===== src/rtl/coreaxitoahbl_wstrb_split_ctrl_pkg.sv =====
// Shared definitions for the AXI write-strobe to AHB-Lite transfer splitter:
// HSIZE encodings, FSM states and the aligned transfer-size selector.
package coreaxitoahbl_wstrb_split_ctrl_pkg;

  typedef enum logic [0:0] {
    ST_IDLE  = 1'b0,
    ST_SPLIT = 1'b1
  } state_e;

  localparam logic [2:0] HSIZE_BYTE  = 3'd0;
  localparam logic [2:0] HSIZE_HALF  = 3'd1;
  localparam logic [2:0] HSIZE_WORD  = 3'd2;
  localparam logic [2:0] HSIZE_DWORD = 3'd3;

  // Largest naturally aligned power-of-two transfer that fits the remaining run.
  function automatic logic [2:0] size_sel(input logic [2:0] off, input logic [3:0] len,
                                          input logic dw64);
    logic [2:0] sz;
    if (dw64 && (off == 3'd0) && (len >= 4'd8)) begin
      sz = HSIZE_DWORD;
    end else if ((off[1:0] == 2'd0) && (len >= 4'd4)) begin
      sz = HSIZE_WORD;
    end else if ((off[0] == 1'b0) && (len >= 4'd2)) begin
      sz = HSIZE_HALF;
    end else begin
      sz = HSIZE_BYTE;
    end
    return sz;
  endfunction

  // Byte count carried by an HSIZE encoding (up to 8).
  function automatic logic [3:0] size_bytes(input logic [2:0] sz);
    return 4'd1 << sz;
  endfunction

endpackage


===== src/rtl/coreaxitoahbl_wstrb_split_ctrl_if.sv =====
// Beat-in / transfer-out handshake bundle of the strobe splitter.
interface coreaxitoahbl_wstrb_split_ctrl_if #(
  parameter int AXI_STRBWIDTH = 8,
  parameter int BYTECNT_WIDTH = 12
);
  logic                     BEAT_VALID;
  logic                     BEAT_READY;
  logic [AXI_STRBWIDTH-1:0] BEAT_WSTRB;
  logic                     BEAT_LAST;
  logic                     XFER_VALID;
  logic                     XFER_READY;
  logic [2:0]               XFER_OFFSET;
  logic [2:0]               XFER_SIZE;
  logic                     XFER_BEATEND;
  logic                     STRB_ERR;
  logic                     BURST_DONE;
  logic [BYTECNT_WIDTH-1:0] BYTE_CNT;

  modport slave (
    input  BEAT_VALID, BEAT_WSTRB, BEAT_LAST, XFER_READY,
    output BEAT_READY, XFER_VALID, XFER_OFFSET, XFER_SIZE, XFER_BEATEND,
           STRB_ERR, BURST_DONE, BYTE_CNT
  );

  modport master (
    output BEAT_VALID, BEAT_WSTRB, BEAT_LAST, XFER_READY,
    input  BEAT_READY, XFER_VALID, XFER_OFFSET, XFER_SIZE, XFER_BEATEND,
           STRB_ERR, BURST_DONE, BYTE_CNT
  );
endinterface


===== src/rtl/coreaxitoahbl_wstrb_split_ctrl_popcntr.sv =====
// Strobe population counter: number of set strobe bits when they form one
// contiguous run, 0 for an empty or non-contiguous strobe.
module coreaxitoahbl_wstrb_split_ctrl_popcntr #(
  parameter int AXI_DWIDTH    = 64,
  parameter int AXI_STRBWIDTH = 8
) (
  input  logic [AXI_STRBWIDTH-1:0] i_wstrb,
  output logic [3:0]               o_cnt
);
  localparam int LANES = AXI_DWIDTH / 8;

  logic [AXI_STRBWIDTH-1:0] w_run_start;
  logic [3:0]               w_ones;
  logic [3:0]               w_runs;

  // A lane starts a run when it is set and the lane below it is not.
  assign w_run_start = i_wstrb & ~(i_wstrb << 1);

  // Count set lanes and run starts; only a single run yields a count.
  always_comb begin
    w_ones = 4'd0;
    w_runs = 4'd0;
    for (int i = 0; i < LANES; i++) begin
      w_ones = w_ones + {3'd0, i_wstrb[i]};
      w_runs = w_runs + {3'd0, w_run_start[i]};
    end
    if (w_runs == 4'd1) begin
      o_cnt = w_ones;
    end else begin
      o_cnt = 4'd0;
    end
  end
endmodule


===== src/rtl/coreaxitoahbl_wstrb_split_ctrl.sv =====
// Splits each captured AXI write beat into naturally aligned AHB-Lite
// transfers (8/4/2/1 bytes), one command at a time, and tracks burst bytes.
module coreaxitoahbl_wstrb_split_ctrl #(
  parameter int AXI_DWIDTH    = 64,
  parameter int AXI_STRBWIDTH = 8,
  parameter int BYTECNT_WIDTH = 12
) (
  input logic                           ACLK,
  input logic                           ARESETN,
  coreaxitoahbl_wstrb_split_ctrl_if.slave bus
);
  import coreaxitoahbl_wstrb_split_ctrl_pkg::*;

  localparam logic DW64 = (AXI_DWIDTH == 64);

  state_e                   r_state, w_state_nxt;
  logic [2:0]               r_off, w_off_nxt;
  logic [3:0]               r_len, w_len_nxt;
  logic                     r_last, w_last_nxt;
  logic                     r_first, w_first_nxt;
  logic [BYTECNT_WIDTH-1:0] r_byte_cnt, w_byte_cnt_nxt;
  logic                     r_beat_ready, r_xfer_valid, r_xfer_beatend;
  logic                     r_strb_err, r_burst_done;
  logic [2:0]               r_xfer_offset, r_xfer_size;
  logic                     w_strb_err_nxt, w_burst_done_nxt;
  logic [3:0]               w_popcnt;
  logic [2:0]               w_lsb;
  logic [2:0]               w_cur_size, w_nxt_size;
  logic [3:0]               w_cur_bytes, w_nxt_bytes;
  logic                     w_capture, w_xfer_hs;
  logic [BYTECNT_WIDTH-1:0] w_popcnt_ext;

  coreaxitoahbl_wstrb_split_ctrl_popcntr #(
    .AXI_DWIDTH    (AXI_DWIDTH),
    .AXI_STRBWIDTH (AXI_STRBWIDTH)
  ) u_popcntr (
    .i_wstrb (bus.BEAT_WSTRB),
    .o_cnt   (w_popcnt)
  );

  // Priority encoder: index of the lowest set strobe lane.
  always_comb begin
    w_lsb = 3'd0;
    for (int i = AXI_STRBWIDTH - 1; i >= 0; i--) begin
      if (bus.BEAT_WSTRB[i]) begin
        w_lsb = 3'(i);
      end else begin
        w_lsb = w_lsb;
      end
    end
  end

  // BEAT_READY is only high in IDLE, so it alone qualifies a capture.
  assign w_capture    = r_beat_ready & bus.BEAT_VALID;
  assign w_xfer_hs    = r_xfer_valid & bus.XFER_READY;
  assign w_popcnt_ext = {{(BYTECNT_WIDTH-4){1'b0}}, w_popcnt};
  assign w_cur_size   = size_sel(r_off, r_len, DW64);
  assign w_cur_bytes  = size_bytes(w_cur_size);
  assign w_nxt_size   = size_sel(w_off_nxt, w_len_nxt, DW64);
  assign w_nxt_bytes  = size_bytes(w_nxt_size);

  // Next-state, beat bookkeeping and pulse decisions.
  always_comb begin
    w_state_nxt      = r_state;
    w_off_nxt        = r_off;
    w_len_nxt        = r_len;
    w_last_nxt       = r_last;
    w_first_nxt      = r_first;
    w_byte_cnt_nxt   = r_byte_cnt;
    w_strb_err_nxt   = 1'b0;
    w_burst_done_nxt = 1'b0;
    case (r_state)
      ST_IDLE: begin
        if (w_capture) begin
          w_off_nxt   = w_lsb;
          w_len_nxt   = w_popcnt;
          w_last_nxt  = bus.BEAT_LAST;
          w_first_nxt = bus.BEAT_LAST;
          if (r_first) begin
            w_byte_cnt_nxt = w_popcnt_ext;
          end else begin
            w_byte_cnt_nxt = r_byte_cnt + w_popcnt_ext;
          end
          if (w_popcnt != 4'd0) begin
            w_state_nxt = ST_SPLIT;
          end else begin
            // Empty or rejected beat: nothing to transfer.
            w_strb_err_nxt   = (bus.BEAT_WSTRB != '0);
            w_burst_done_nxt = bus.BEAT_LAST;
          end
        end else begin
          w_state_nxt = ST_IDLE;
        end
      end
      ST_SPLIT: begin
        if (w_xfer_hs) begin
          // An 8-byte step wraps the 3-bit offset back to lane 0.
          w_off_nxt = r_off + w_cur_bytes[2:0];
          w_len_nxt = r_len - w_cur_bytes;
          if (r_len == w_cur_bytes) begin
            w_state_nxt      = ST_IDLE;
            w_burst_done_nxt = r_last;
          end else begin
            w_state_nxt = ST_SPLIT;
          end
        end else begin
          w_state_nxt = ST_SPLIT;
        end
      end
      default: begin
        w_state_nxt = ST_IDLE;
      end
    endcase
  end

  // State, beat context and registered outputs.
  always_ff @(posedge ACLK or negedge ARESETN) begin
    if (!ARESETN) begin
      r_state        <= ST_IDLE;
      r_off          <= 3'd0;
      r_len          <= 4'd0;
      r_last         <= 1'b0;
      r_first        <= 1'b1;
      r_byte_cnt     <= '0;
      r_beat_ready   <= 1'b0;
      r_xfer_valid   <= 1'b0;
      r_xfer_offset  <= 3'd0;
      r_xfer_size    <= 3'd0;
      r_xfer_beatend <= 1'b0;
      r_strb_err     <= 1'b0;
      r_burst_done   <= 1'b0;
    end else begin
      r_state        <= w_state_nxt;
      r_off          <= w_off_nxt;
      r_len          <= w_len_nxt;
      r_last         <= w_last_nxt;
      r_first        <= w_first_nxt;
      r_byte_cnt     <= w_byte_cnt_nxt;
      r_beat_ready   <= (w_state_nxt == ST_IDLE);
      r_xfer_valid   <= (w_state_nxt == ST_SPLIT);
      r_xfer_offset  <= (w_state_nxt == ST_SPLIT) ? w_off_nxt : 3'd0;
      r_xfer_size    <= (w_state_nxt == ST_SPLIT) ? w_nxt_size : 3'd0;
      r_xfer_beatend <= (w_state_nxt == ST_SPLIT) && (w_len_nxt == w_nxt_bytes);
      r_strb_err     <= w_strb_err_nxt;
      r_burst_done   <= w_burst_done_nxt;
    end
  end

  assign bus.BEAT_READY   = r_beat_ready;
  assign bus.XFER_VALID   = r_xfer_valid;
  assign bus.XFER_OFFSET  = r_xfer_offset;
  assign bus.XFER_SIZE    = r_xfer_size;
  assign bus.XFER_BEATEND = r_xfer_beatend;
  assign bus.STRB_ERR     = r_strb_err;
  assign bus.BURST_DONE   = r_burst_done;
  assign bus.BYTE_CNT     = r_byte_cnt;
endmodule

===== src/flat_wrapper.sv =====
// flat-port wrapper written by rule: the top's interface ports become plain ports
module coreaxitoahbl_wstrb_split_ctrl_flat import coreaxitoahbl_wstrb_split_ctrl_pkg::*;
#(
  parameter int AXI_DWIDTH    = 64,
  parameter int AXI_STRBWIDTH = 8,
  parameter int BYTECNT_WIDTH = 12
)
  (ACLK, ARESETN, bus_BEAT_VALID, bus_BEAT_WSTRB, bus_BEAT_LAST, bus_XFER_READY, bus_BEAT_READY, bus_XFER_VALID, bus_XFER_OFFSET, bus_XFER_SIZE, bus_XFER_BEATEND, bus_STRB_ERR, bus_BURST_DONE, bus_BYTE_CNT);
  coreaxitoahbl_wstrb_split_ctrl_if #(.AXI_STRBWIDTH(AXI_STRBWIDTH), .BYTECNT_WIDTH(BYTECNT_WIDTH)) bus_i ();
  input logic ACLK;
  input logic ARESETN;
  input wire logic [$bits(bus_i.BEAT_VALID)-1:0] bus_BEAT_VALID;
  input wire logic [$bits(bus_i.BEAT_WSTRB)-1:0] bus_BEAT_WSTRB;
  input wire logic [$bits(bus_i.BEAT_LAST)-1:0] bus_BEAT_LAST;
  input wire logic [$bits(bus_i.XFER_READY)-1:0] bus_XFER_READY;
  output wire logic [$bits(bus_i.BEAT_READY)-1:0] bus_BEAT_READY;
  output wire logic [$bits(bus_i.XFER_VALID)-1:0] bus_XFER_VALID;
  output wire logic [$bits(bus_i.XFER_OFFSET)-1:0] bus_XFER_OFFSET;
  output wire logic [$bits(bus_i.XFER_SIZE)-1:0] bus_XFER_SIZE;
  output wire logic [$bits(bus_i.XFER_BEATEND)-1:0] bus_XFER_BEATEND;
  output wire logic [$bits(bus_i.STRB_ERR)-1:0] bus_STRB_ERR;
  output wire logic [$bits(bus_i.BURST_DONE)-1:0] bus_BURST_DONE;
  output wire logic [$bits(bus_i.BYTE_CNT)-1:0] bus_BYTE_CNT;
  assign bus_i.BEAT_VALID = bus_BEAT_VALID;
  assign bus_i.BEAT_WSTRB = bus_BEAT_WSTRB;
  assign bus_i.BEAT_LAST = bus_BEAT_LAST;
  assign bus_i.XFER_READY = bus_XFER_READY;
  assign bus_BEAT_READY = bus_i.BEAT_READY;
  assign bus_XFER_VALID = bus_i.XFER_VALID;
  assign bus_XFER_OFFSET = bus_i.XFER_OFFSET;
  assign bus_XFER_SIZE = bus_i.XFER_SIZE;
  assign bus_XFER_BEATEND = bus_i.XFER_BEATEND;
  assign bus_STRB_ERR = bus_i.STRB_ERR;
  assign bus_BURST_DONE = bus_i.BURST_DONE;
  assign bus_BYTE_CNT = bus_i.BYTE_CNT;
  coreaxitoahbl_wstrb_split_ctrl #(.AXI_DWIDTH(AXI_DWIDTH), .AXI_STRBWIDTH(AXI_STRBWIDTH), .BYTECNT_WIDTH(BYTECNT_WIDTH)) u_core (.ACLK(ACLK), .ARESETN(ARESETN), .bus(bus_i));
endmodule

===== config.mk =====
export PLATFORM = sky130hd
export DESIGN_NAME = coreaxitoahbl_wstrb_split_ctrl_flat
export DESIGN_NICKNAME = d
export VERILOG_FILES = /design/src/rtl/coreaxitoahbl_wstrb_split_ctrl_pkg.sv /design/src/rtl/coreaxitoahbl_wstrb_split_ctrl_if.sv /design/src/rtl/coreaxitoahbl_wstrb_split_ctrl_popcntr.sv /design/src/rtl/coreaxitoahbl_wstrb_split_ctrl.sv /design/src/flat_wrapper.sv
export SDC_FILE = /design/constraint.sdc
export NUM_CORES = 1
export LEC_CHECK = 0
export ABC_CLOCK_PERIOD_IN_PS = 4350
export BUFFER_PORTS_ARGS = -buffer_cell sky130_fd_sc_hd__buf_2
export CAP_MARGIN = 30
export CORE_ASPECT_RATIO = 1.75
export CORE_MARGIN = 1
export CORE_UTILIZATION = 55
export DETAILED_ROUTE_END_ITERATION = 8
export HOLD_SLACK_MARGIN = 0.15
export PLACE_DENSITY = 0.84
export SYNTH_ARGS = -nofsm -noshare
export SYNTH_HDL_FRONTEND = slang
export SYNTH_SLANG_ARGS = --single-unit

===== constraint.sdc =====
create_clock -name ACLK -period 4.35 [get_ports ACLK]
set_clock_uncertainty 0.05 [all_clocks]
set_input_delay 0.435 -clock ACLK [delete_from_list [all_inputs] [get_ports ACLK]]
set_output_delay 0.435 -clock ACLK [all_outputs]
set_load 0.05 [all_outputs]

Word level (Yosys, flattened, before mapping). Cells that the tools add are included.

Add/subtract/negate cells: 17. $lt $le $gt $ge: 6. Eq/ne operators: 3. Shift-type cells: 2. Multiplexer cells: 37. Bitwise operators: 8. Reduce and logical (&&, ||, !) cells: 14.

Operators by type and width (count): $mux W3 (16); $add A4 B1 Y4 (8); $mux W1 (13); $add A12 B4 Y12 (1); $mux W12 (1); $mux W4 (3); $add A3 B1 Y4 (2); $and A8 B8 Y8 (1); $eq A4 B4 Y1 (2); $ge A4 B2 Y1 const B (2); $ge A4 B3 Y1 const B (2); $ge A4 B4 Y1 const B (2); $not A8 Y8 (1); $pmux W4 S2 (1); $reduce_bool A8 Y1 (1); $shl A1 B3 Y4 const A (2); $logic_and A1 B1 Y1 (7); $add A2 B1 Y3 (2); $logic_not A3 Y1 (2); $pmux W3 S2 (1); $add A1 B1 Y2 (2); $eq A4 B1 Y1 const B (1); $logic_not A2 Y1 (2); $not A1 Y1 (4); other kinds (6) (8).

Register bits after elaboration: 32.

Longest topological paths before layout.
Word-level depth: 21. Depth in mapped cells: 22. Gate-level depth less buffers: 22.

Cells and area by module. Synthesis repeated with hierarchy kept, for this count alone.

Cell total of the unflattened synthesis: 259. Area total of the unflattened synthesis: 2363.5 sq um.

By module, submodules not included: coreaxitoahbl_wstrb_split_ctrl (times used 1, cells each 215, area an instance 1971.9 sq um, seq. area each 777.0 sq um); coreaxitoahbl_wstrb_split_ctrl_popcntr (times used 1, cells each 44, area an instance 391.6 sq um, seq. area each 0.0 sq um).

Worst setup path before layout. No wires, ideal clock.

Path kind: input -> register. Start point: in bus_BEAT_WSTRB[0]. End point: reg u_core.r_byte_cnt[6] (netlist: u_core.bus.BYTE_CNT[6]). Setup time: 0.138 ns. Data arrival time: 4.753 ns. Slack: -0.591 ns. Stages on the path: 22. Path buffers: 0. Cell sequence: inv_1 -> ha_1 -> inv_1 -> ha_1 -> inv_1 -> fa_1 -> fa_1 -> inv_1 -> ha_1 -> inv_1 -> fa_1 -> and4b_1 -> a21oi_4 -> nor2_1 -> ha_1 -> fa_1 -> nor2_1 -> o31ai_1 -> a21oi_1 -> nor2_1 -> mux2i_1 -> o21ai_0.

Cells in the longest elaborated chain, start to end: 13. Elaborated cells on any way between the ends: 20. Classes of those cells: add/sub (15); eq/ne (1); mux (2); bitwise (2).

RTL lines: start, declared (line flat_wrapper.sv:13) `input wire logic [$bits(bus_i.BEAT_WSTRB)-1:0] bus_BEAT_WSTRB;`; $not A8 Y8 (line coreaxitoahbl_wstrb_split_ctrl_popcntr.sv:17) `assign w_run_start = i_wstrb & ~(i_wstrb << 1);`; $and A8 B8 Y8 (line coreaxitoahbl_wstrb_split_ctrl_popcntr.sv:17); $add A1 B1 Y2 (line coreaxitoahbl_wstrb_split_ctrl_popcntr.sv:25) `w_runs = w_runs + {3'd0, w_run_start[i]};`; $add A2 B1 Y3 (line coreaxitoahbl_wstrb_split_ctrl_popcntr.sv:25); $add A3 B1 Y4 (line coreaxitoahbl_wstrb_split_ctrl_popcntr.sv:25); $add A4 B1 Y4 (4 in series) (line coreaxitoahbl_wstrb_split_ctrl_popcntr.sv:25); $eq A4 B1 Y1 (line coreaxitoahbl_wstrb_split_ctrl_popcntr.sv:27) `if (w_runs == 4'd1) begin`; $mux W4 (*) (line coreaxitoahbl_wstrb_split_ctrl_popcntr.sv:27); $add A12 B4 Y12 (*) (line coreaxitoahbl_wstrb_split_ctrl.sv:82) `w_byte_cnt_nxt = r_byte_cnt + w_popcnt_ext;`; $mux W12 (*) (line coreaxitoahbl_wstrb_split_ctrl.sv:79) `if (r_first) begin`; end signal, assigned (line coreaxitoahbl_wstrb_split_ctrl.sv:138) `r_byte_cnt <= w_byte_cnt_nxt;`; end, declared (line coreaxitoahbl_wstrb_split_ctrl.sv:21) `logic [BYTECNT_WIDTH-1:0] r_byte_cnt, w_byte_cnt_nxt;`.

Every way passes the cells marked *; elsewhere a longest branch is shown, timed or not. A chain may end at the register's enable or synchronous reset.

Worst setup path in the final report.
Start point: in bus_BEAT_WSTRB[1]. End point: reg u_core.r_byte_cnt[8] (netlist: u_core.bus.BYTE_CNT[8]).

Cells in the longest elaborated chain, start to end: 12. Elaborated cells on any way between the ends: 20. Classes of those cells: add/sub (15); eq/ne (1); mux (2); bitwise (2).

RTL lines (line): $and A8 B8 Y8 / $not A8 Y8 (equally long branches) (coreaxitoahbl_wstrb_split_ctrl_popcntr.sv:17); $add A1 B1 Y2 / $and A8 B8 Y8 (equally long branches) (coreaxitoahbl_wstrb_split_ctrl_popcntr.sv:25, coreaxitoahbl_wstrb_split_ctrl_popcntr.sv:17); $add A2 B1 Y3 (coreaxitoahbl_wstrb_split_ctrl_popcntr.sv:25); $add A3 B1 Y4 (coreaxitoahbl_wstrb_split_ctrl_popcntr.sv:25); $add A4 B1 Y4 (4 in series) (coreaxitoahbl_wstrb_split_ctrl_popcntr.sv:25); $eq A4 B1 Y1 (coreaxitoahbl_wstrb_split_ctrl_popcntr.sv:27); $mux W4 (*) (coreaxitoahbl_wstrb_split_ctrl_popcntr.sv:27); $add A12 B4 Y12 (*) (coreaxitoahbl_wstrb_split_ctrl.sv:82); $mux W12 (*) (coreaxitoahbl_wstrb_split_ctrl.sv:79).

Marks and branches as above.

==> impl_metrics.yaml <==
drt:
  ant_nets: 0
  drtPass1Iterations: 5
  dr.first_iter.drc_count: 102
  via_per_inst: 5.97
  post_drt_wl_per_cell_um: 16.8
  drc: 0
  dr_total_vias: 2298
  drt-total-wl_um: 6450
worst_setup_path:
  crit_start: "bus_BEAT_WSTRB[1]"
  critPathLaunchType: "input pin"
  required_ns: 4.52
  arrival_ns: 4.77
  worst_setup_path_end_kind: "register"
  crit_type: "in -> reg"
  cp_max_fo: 4
  r2r-start: "u_core.r_len[3]"
cells_and_area:
  syn2layout_area_growth_pct: 32.0
  fillerInstances: 288
  fin_nets: 375
  drive_gt1_share_pct: 35.7
  diodes: 0
cts:
  cts_hold_buf: 0
  cts_tree: "built"
  clk_pin_slew_ns: 0.07
  cts_root_buf: "clkbuf_8"
  cts.sink_count: 31
  clockBufferDepth: 2
  insertion_delay_ns: 0.29
  htreeDepth: 2
  cts_made_buffers: 5
global_route:
  grt_use_total_pct: 27.7
  grt_max_degree: 32
  grt_pass1_vias: 2252
  antenna_found_initial: 0
  grt_pass1_wl_um: 9750
  grt-ovfl-total: 0
floorplan:
  core_um2: 4190
  die_w_um: 52.1
  die_area_um2: 4670
  ios: 36
  rows: 31
  die_h_um: 89.7
  start_util_pct: 57.7
synth:
  async_reset_ff_share_pct: 100
  synth_edf_count: 0
  synth_fp_nets: 311
  synth_flop_cell: "dfrtp_1"
  ys_seq_elements: 31
  synthAdderAreaFrac_pct: 17.1
  synth_xor_area_share_pct: 2.54
  synth_compound_area_share_pct: 17.3
  synth_cell_type_count: 56
  synth_top_family_by_area: "simple AND/OR/NAND/NOR gates"
  syn-cell-area_um2: 2420
  muxShareOfSynthArea_pct: 4.30
  yosysWarningCount: 0
  seq_area_frac_synth_pct: 32.1
  synth.avg_cell_area_um2: 8.92
  synthSimpleGateAreaFrac_pct: 19.8
  synth_cells: 271
placed_design:
  gp_congestion: 0.875
  port_buffers: 34
  dp_slack_ns: -0.562
  hpwl_um: 4460
pwr:
  power_leakage_uw: 0.00152
  power_density_nw_per_um2: 686
  vdd_ir_drop_max_mv: 0.537
  p_total_uw: 2190
timing:
  setup_viol: 9
  worst_pin_slew_ns: 0.682
  holdWs_ns: 0.136
  max_slew_margin_pct: 53.4
  fin_crit_sh_pct: 106
  finalMaxSlewViolations: 0
  setup_ws_ns: -0.253
  clock.fmax_ghz: 0.217
  hold_viol: 0
  finalCriticalPeriod_ns: 4.60
  rsz0062_at_grt: "yes"
min_path:
  hp-class: "in -> async"
status:
  failed_checks: "setup timing"
  status: "finished with violations"
job:
  drv_cap: 0
-- state kept, by name (all words and copies together), names as in the netlist --
name / flops
u_core.bus.STRB_ERR: 1
u_core.bus.BURST_DONE: 1
u_core.r_off: 3
u_core.bus.BYTE_CNT: 12
u_core.bus.XFER_OFFSET: 3
u_core.r_len: 4
u_core.r_first: 1
u_core.bus.XFER_SIZE: 2
u_core.r_last: 1
u_core.bus.XFER_BEATEND: 1
u_core.r_state: 1
u_core.bus.BEAT_READY: 1
-- worst max-delay path, cell delays in order --
cell and delay [ns]:
buf_12 0.11, inv_12 0.04, ha_4 0.11, inv_2 0.03
ha_4 0.25, inv_2 0.03, fa_1 0.46, fa_1 0.46
inv_1 0.07, ha_2 0.18, inv_2 0.04, fa_1 0.53
and4b_1 0.24, a21oi_4 0.09, nor2_2 0.12, ha_2 0.21
fa_2 0.25, nor2_2 0.06, o31ai_2 0.28, a21oi_2 0.13
buf_4 0.17, or3_4 0.33, a21oi_2 0.12
-- synthesized netlist by cell type, types with 2 or more instances --
master | n | area share [%]
ha_1 | 17 | 8.8
o21ai_0 | 13 | 2.7
nor4_1 | 4 | 1.0
xnor2_1 | 5 | 1.8
nand2b_1 | 2 | 0.52
nor2b_1 | 4 | 1.0
clkbuf_1 | 7 | 1.1
inv_1 | 27 | 4.2
a21o_1 | 4 | 1.2
o211ai_1 | 4 | 1.2
mux2_2 | 3 | 1.4
a221oi_1 | 3 | 1.1
a21oi_1 | 14 | 2.9
fa_1 | 10 | 8.3
o31ai_1 | 7 | 2.2
and2_1 | 4 | 1.0
a31oi_1 | 2 | 0.52
mux2i_1 | 7 | 2.9
or3_1 | 5 | 1.3
nor2_1 | 23 | 3.6
nand2_1 | 30 | 4.7
dfrtp_1 | 30 | 31
nand3_1 | 3 | 0.62
and4b_1 | 2 | 0.83
xor2_1 | 2 | 0.72
or2_2 | 3 | 0.78
nor3b_1 | 3 | 0.93
nor3_1 | 4 | 0.83
buf_4 | 2 | 0.62
-- final timing paths --
check | to | slack [ns] | depth (start not counted)
worst min register to register | u_core.bus.BYTE_CNT[0] | 0.47 | 2
min in group ACLK | u_core.r_first | 0.36 | 3
worst max register to register | u_core.bus.XFER_BEATEND | 1.09 | 11
max in group asynchronous | u_core.bus.XFER_OFFSET[2] | 3.67 | 1
worst min-delay path | u_core.bus.BYTE_CNT[1] | 0.14 | 1
worst max-delay path | u_core.bus.BYTE_CNT[8] | -0.25 | 23
-- power breakdown --
part	internal, uW	total, uW	switching, uW
clock network	144	260	116
logic	585	1400	817
registers	387	527	140
-- per-layer routing --
metal  GRT usage, %  share of wire (%)
met5              0                  0
met3           3.72                6.0
met2           49.8                 54
met4           15.1                5.9
met1           29.2                 35
-- placed cells by master, fill, tap and decap left out, drive strengths merged, types with 5 or more instances in the layout --
cell     n
buf     69
nand2   30
dfrtp   30
inv     27
nor2    24
ha      17
a21oi   15
o21ai   13
fa      10
mux2i    7
clkbuf   7
o31ai    7
xnor2    5
or3      5
-- repair_timing --
item,CTS,global route
setup endpoints to repair,10,11
gates resized for setup,9,21
pin swaps,17,16
buffers inserted,2,6
-- cell type report --
class	instances	area, um2	share of cell area [%]
Clock buffer	7	96.3	3.02
Inverter	27	126	3.96
Multi-Input combinational cell	201	1650	51.8
Timing Repair Buffer	69	470	14.7
Sequential cell	31	777	24.4
Clock inverter	1	7.51	0.235
Tap cell	49	61.3	1.92
-- metrics by stage --
stage / std cells / utilization [%] / area, um2 / TNS (ns)
finish: 385 / 76.2 / 3190 / -1.28
detailed placement: 369 / 68.9 / 2890 / -5.63
global route: 385 / 76.2 / 3190 / -2.53
floorplan: 271 / - / 2500 / -1.16
global placement: 369 / 68.9 / 2890 / -3.87
CTS: 379 / 72.7 / 3050 / -0.405
-- cells by family (layout without fill, tap and decap cells) --
group / count (synthesis) / count (layout)
fa+ha+maj: 27 / 27
compound gates: 61 / 61
other cells: 1 / 1
xor+xnor: 7 / 7
flops: 31 / 31
simple gates: 95 / 95
mux: 10 / 10
buf+inv: 39 / 104
No activity file was read; power rests on OpenSTA's default activity.
